**src/rtl/regfile_dump_tx.sv**
```systemverilog
`default_nettype none
// ============================================================================
// Module   : regfile_dump_tx
// Purpose  : Debug reader for the 32x32-bit register file. A start request
//            walks every register through a dedicated read port, captures
//            the 32-bit value and streams it out as bytes on a valid/ready
//            byte interface (UART or trace sink).
// Revision : 1.0 - initial release
// ----------------------------------------------------------------------------
// Parameters:
//   NUM_REGS   registers dumped, indices 0..NUM_REGS-1 (1..32)
//   LSB_FIRST  1: byte [7:0] sent first, 0: byte [31:24] sent first
// Ports:
//   CLK        clock, rising edge
//   RST_N      asynchronous active-low reset
//   DumpStart  start request, honoured only while idle
//   DumpRs     register-file read address (registered)
//   DumpData   combinational register-file read data for DumpRs
//   TxData     current byte
//   TxValid    byte available
//   TxReady    sink accepts (transfer on TxValid && TxReady)
//   DumpBusy   high whenever a dump is in progress
//   DumpDone   one-cycle pulse after the last byte is accepted
// Build option:
//   DUMP_INDEX_HDR_EN  when defined, each register is preceded by one
//                      index byte {3'b000, idx}
// ============================================================================
module regfile_dump_tx #(
    parameter int NUM_REGS  = 32,
    parameter bit LSB_FIRST = 1'b1
) (
    input  logic        CLK,
    input  logic        RST_N,
    input  logic        DumpStart,
    output logic [4:0]  DumpRs,
    input  logic [31:0] DumpData,
    output logic [7:0]  TxData,
    output logic        TxValid,
    input  logic        TxReady,
    output logic        DumpBusy,
    output logic        DumpDone
);

    typedef enum logic [2:0] {
        S_IDLE = 3'd0,
        S_LOAD = 3'd1,
        S_SEND = 3'd2,
`ifdef DUMP_INDEX_HDR_EN
        S_HDR  = 3'd3,
`endif
        S_DONE = 3'd4
    } state_t;

    localparam logic [4:0] c_last_idx = 5'(NUM_REGS - 1);

    state_t      state_q, state_d;
    logic [4:0]  idx_q,   idx_d;
    logic [31:0] shift_q, shift_d;
    logic [1:0]  cnt_q,   cnt_d;

    logic [7:0]  w_cur_byte;
    logic [31:0] w_shift_nxt;

    // The outgoing byte always sits at one end of the shift register; each
    // accepted byte shifts the next one into that position.
    generate
        if (LSB_FIRST) begin : g_lsb_first
            assign w_cur_byte  = shift_q[7:0];
            assign w_shift_nxt = {8'h00, shift_q[31:8]};
        end else begin : g_msb_first
            assign w_cur_byte  = shift_q[31:24];
            assign w_shift_nxt = {shift_q[23:0], 8'h00};
        end
    endgenerate

    always_ff @(posedge CLK or negedge RST_N) begin
        if (!RST_N) begin
            state_q <= S_IDLE;
            idx_q   <= 5'd0;
            shift_q <= 32'd0;
            cnt_q   <= 2'd0;
        end else begin
            state_q <= state_d;
            idx_q   <= idx_d;
            shift_q <= shift_d;
            cnt_q   <= cnt_d;
        end
    end

    always_comb begin
        state_d  = state_q;
        idx_d    = idx_q;
        shift_d  = shift_q;
        cnt_d    = cnt_q;
        TxData   = 8'h00;
        TxValid  = 1'b0;
        DumpBusy = 1'b1;
        DumpDone = 1'b0;

        case (state_q)
            S_IDLE: begin
                DumpBusy = 1'b0;
                if (DumpStart) begin
                    idx_d   = 5'd0;
                    state_d = S_LOAD;
                end
            end
            S_LOAD: begin
                // Capture happens only here, so later writes to this
                // register do not affect the bytes already in flight.
                shift_d = DumpData;
                cnt_d   = 2'd0;
`ifdef DUMP_INDEX_HDR_EN
                state_d = S_HDR;
`else
                state_d = S_SEND;
`endif
            end
`ifdef DUMP_INDEX_HDR_EN
            S_HDR: begin
                TxValid = 1'b1;
                TxData  = {3'b000, idx_q};
                if (TxReady) begin
                    state_d = S_SEND;
                end
            end
`endif
            S_SEND: begin
                TxValid = 1'b1;
                TxData  = w_cur_byte;
                if (TxReady) begin
                    shift_d = w_shift_nxt;
                    cnt_d   = cnt_q + 2'd1;
                    if (cnt_q == 2'd3) begin
                        // End test precedes the increment, so idx never wraps.
                        if (idx_q == c_last_idx) begin
                            state_d = S_DONE;
                        end else begin
                            idx_d   = idx_q + 5'd1;
                            state_d = S_LOAD;
                        end
                    end
                end
            end
            S_DONE: begin
                DumpDone = 1'b1;
                state_d  = S_IDLE;
            end
            default: begin
                state_d = S_IDLE;
            end
        endcase
    end

    assign DumpRs = idx_q;

endmodule
`default_nettype wire

```
**config.mk**
```make
export PLATFORM = sky130hd
export DESIGN_NAME = regfile_dump_tx
export DESIGN_NICKNAME = d
export VERILOG_FILES = /design/src/rtl/regfile_dump_tx.sv
export SDC_FILE = /design/constraint.sdc
export NUM_CORES = 1
export LEC_CHECK = 0
export ABC_AREA = 1
export BUFFER_PORTS_ARGS = -buffer_cell sky130_fd_sc_hd__buf_2
export CAP_MARGIN = 10
export CORE_MARGIN = 5
export CORE_UTILIZATION = 38
export CTS_BUF_LIST = sky130_fd_sc_hd__clkbuf_4
export DETAILED_ROUTE_END_ITERATION = 7
export SYNTH_ARGS = -nofsm -noshare
export SYNTH_HDL_FRONTEND = slang
export SYNTH_SLANG_ARGS = --single-unit
```
**constraint.sdc**
```tcl
create_clock -name CLK -period 1.6 [get_ports CLK]
set_clock_uncertainty 0.2 [all_clocks]
set_input_delay 0.16 -clock CLK [delete_from_list [all_inputs] [get_ports CLK]]
set_output_delay 0.16 -clock CLK [all_outputs]
set_load 0.02 [all_outputs]
```
==> impl_metrics.json <==
{
  "outcome": "finished with violations",
  "violations": "setup timing",
  "worstPathRequired_ns": 1.24,
  "cts_made_buffers": 5,
  "setup_viol": 17,
  "grt_max_degree": 30,
  "critPathMaxFanout": 13,
  "cts_tree": "done",
  "crit_path_end_kind": "output port",
  "portBuffers": 51,
  "slew_viol_final": 0,
  "drtIter0Drc": 105,
  "initial_utilization_pct": 39.5,
  "grt.total_usage_pct": 15.6,
  "area_growth_pct": 45.2,
  "rsz0062_at_grt": "yes",
  "place_congestion": 0.753,
  "final_layout_size_suffix_gt1_share_pct": 27.1,
  "die_area_um2": 7410,
  "clkSinkCount": 42,
  "start_kind": "register",
  "period_share_pct": 110,
  "die_w_um": 86.1,
  "async_flop_share_pct": 100,
  "tightest_slew_ns": 0.427,
  "antenna_left": 0,
  "vdd_ir_drop_max_uv": 785,
  "hold_path_class": "in -> async",
  "netlist_area_um2": 2200,
  "clockRootBuffer": "clkbuf_4",
  "rows": 27,
  "cap_viol_max_count": 0,
  "syn_inst": 299,
  "yosys.area.top_type": "dfrtp_1",
  "netlist.area_leader.share_pct": 47.8,
  "overflow": 0,
  "diodes": 0,
  "fin_area_um2": 3200,
  "ys_ff_latch": 42,
  "ys.flop_type": "dfrtp_1",
  "ys_types": 21,
  "clock_path_buffers": 2,
  "cpMaxStageDelayCell": "dfrtp_1",
  "coreArea_um2": 5570,
  "syn-num-nets": 338,
  "vias_per_cell": 4.54,
  "clock_latency_ns": 0.36,
  "dr.pass1.iters": 4,
  "grt_antenna_before_repair": 0,
  "dieHeight_um": 86.1,
  "clkTransAtPathRegs_ns": 0.13,
  "hpwlAfterDp_um": 3540,
  "fin_nets": 437,
  "wirelength_um": 5640,
  "final_cells": 471,
  "relSlewSlack_pct": 71.5,
  "cp_slowest_stage_delay_ns": 0.43,
  "fmax_ghz": 0.570,
  "critical_path_class": "reg -> out",
  "hold_viol": 0,
  "p_leak_nw": 1.73,
  "power.density_nw_per_um2": 1700,
  "vias": 2140,
  "grt_pass1_vias": 2007,
  "synth_edf_count": 0,
  "setup_ws_ns": -0.155,
  "wl_per_cell_um": 12.0,
  "drc_errors": 0,
  "avgSynthCellArea_um2": 7.36,
  "ios": 52,
  "grt_pass1_wl_um": 9230,
  "ys_top_cells_by_area": "dfrtp_1, nand2_1, nand3_1",
  "finalPower_mw": 5.42,
  "htreeDepth": 2,
  "placed_cells_incl_taps": 420,
  "critPathArrivalTime_ns": 1.40,
  "crit_path_cell_trace": "nor2_4, nand2_4, buf_12, nor2_1, buf_4",
  "period_minus_slack_ns": 1.76,
  "fillers": 496,
  "ys_seq_area_share_pct": 47.8,
  "place_area_um2": 2600,
  "synth_warnings": 0
}
-- what timing repair did --
| action | 4_1_cts | 5_1_grt |
|---|---|---|
| endpoints found under the setup margin | 17 | 47 |
| buffers inserted | 5 | 3 |
| gates cloned | 0 | 0 |
| pin swaps | 3 | 2 |
| resized for setup | 21 | 17 |
| hold endpoints to repair | 77 | 0 |
| hold buffers | 35 | 0 |
-- kinds of logic (layout without fill, tap and decap cells) --
group	after synthesis	count (layout)	synth area share (%)
simple gates	200	200	38.2
flops	42	42	47.8
compound gates	15	15	3.41
fa+ha+maj	3	3	1.71
buf+inv	39	139	8.93
-- cells in the final DEF (no fill, tap or decap) --
master	count
nor2_2	9
o21ai_2	1
nor3_1	1
buf_12	4
ha_4	1
clkbuf_4	7
inv_2	2
nor3b_4	1
nor2_4	2
o21ai_0	3
nand4_1	1
nand2_1	133
dfrtp_2	3
o21ai_1	11
buf_6	5
dfrtp_1	39
bufinv_16	1
nand3_2	1
nand3b_1	1
nand2_4	1
buf_4	24
inv_1	20
nor2_1	8
dlygate4sd3_1	35
ha_1	1
buf_2	41
ha_2	1
nand2_2	4
nand3_1	38
-- final cells by class --
cell class	instances	area [um^2]	area share, %
Clock inverter	1	30.0	0.940
Timing Repair Buffer	109	872	27.3
Tap cell	72	90.1	2.82
Inverter	22	82.6	2.58
Clock buffer	7	52.6	1.64
Sequential cell	42	1050	33.0
Multi-Input combinational cell	218	1010	31.7
-- state kept, by name, indices dropped and copies added (netlist names) --
register and cells:
shift_q 32, DumpRs 5, state_q 3, cnt_q 2
-- power by group --
| part | internal (mW) | leakage (nW) | switching, mW |
|---|---|---|---|
| clock | 0.366 | 0.0463 | 0.346 |
| sequential | 1.52 | 0.531 | 0.235 |
| combinational | 1.24 | 1.16 | 1.72 |
-- path summary, 6_finish.rpt --
kind                       slack (ns)  cells past startpoint   startpoint          end
setup / recovery                -0.16                      5   state_q[0]    TxData[4]
hold / removal                   0.07                      2        RST_N    DumpRs[0]
setup reg to reg                -0.09                     11    DumpRs[1]    DumpRs[4]
hold reg to reg                  0.31                      2  shift_q[31]  shift_q[31]
max in group asynchronous        0.63                      3        RST_N  shift_q[17]
min in group CLK                 0.31                      2  shift_q[31]  shift_q[31]
-- cell usage after synthesis (2+ instances only) --
library cell  instances
o21ai_0               9
buf_6                 3
nand2_2               2
nor2_1               16
nand3_1              39
buf_2                 7
o21ai_1               6
ha_1                  3
dfrtp_1              42
buf_4                 5
clkbuf_1              2
nor2_4                2
inv_1                21
nand2_1             135
-- stage by stage --
step                setup TNS, ns  utilization, %  worst slack (ns)  hold slack, ns
floorplan                  -0.348               -           -0.0728          -0.336
global placement           -0.252            46.6           -0.0555         -0.0817
detailed placement         -0.399            46.6           -0.0859         -0.0788
CTS                         -2.08            56.2            -0.183          0.0511
global route                -3.84            57.3            -0.252          0.0696
finish                      -1.97            57.3            -0.155          0.0715
-- per-layer routing --
layer	share of wire, %	global-route usage [%]
met2	46	24.9
met5	0	0
met3	5.3	2.40
met4	0.90	6.47
met1	48	20.9
-- critical path: cells and delay by family (launching register included) --
kind / cells / cell delay (ns)
flops: 1 / 0.43
simple gates: 3 / 0.32
buf+inv: 2 / 0.29
(Power assumes the default switching activity.)
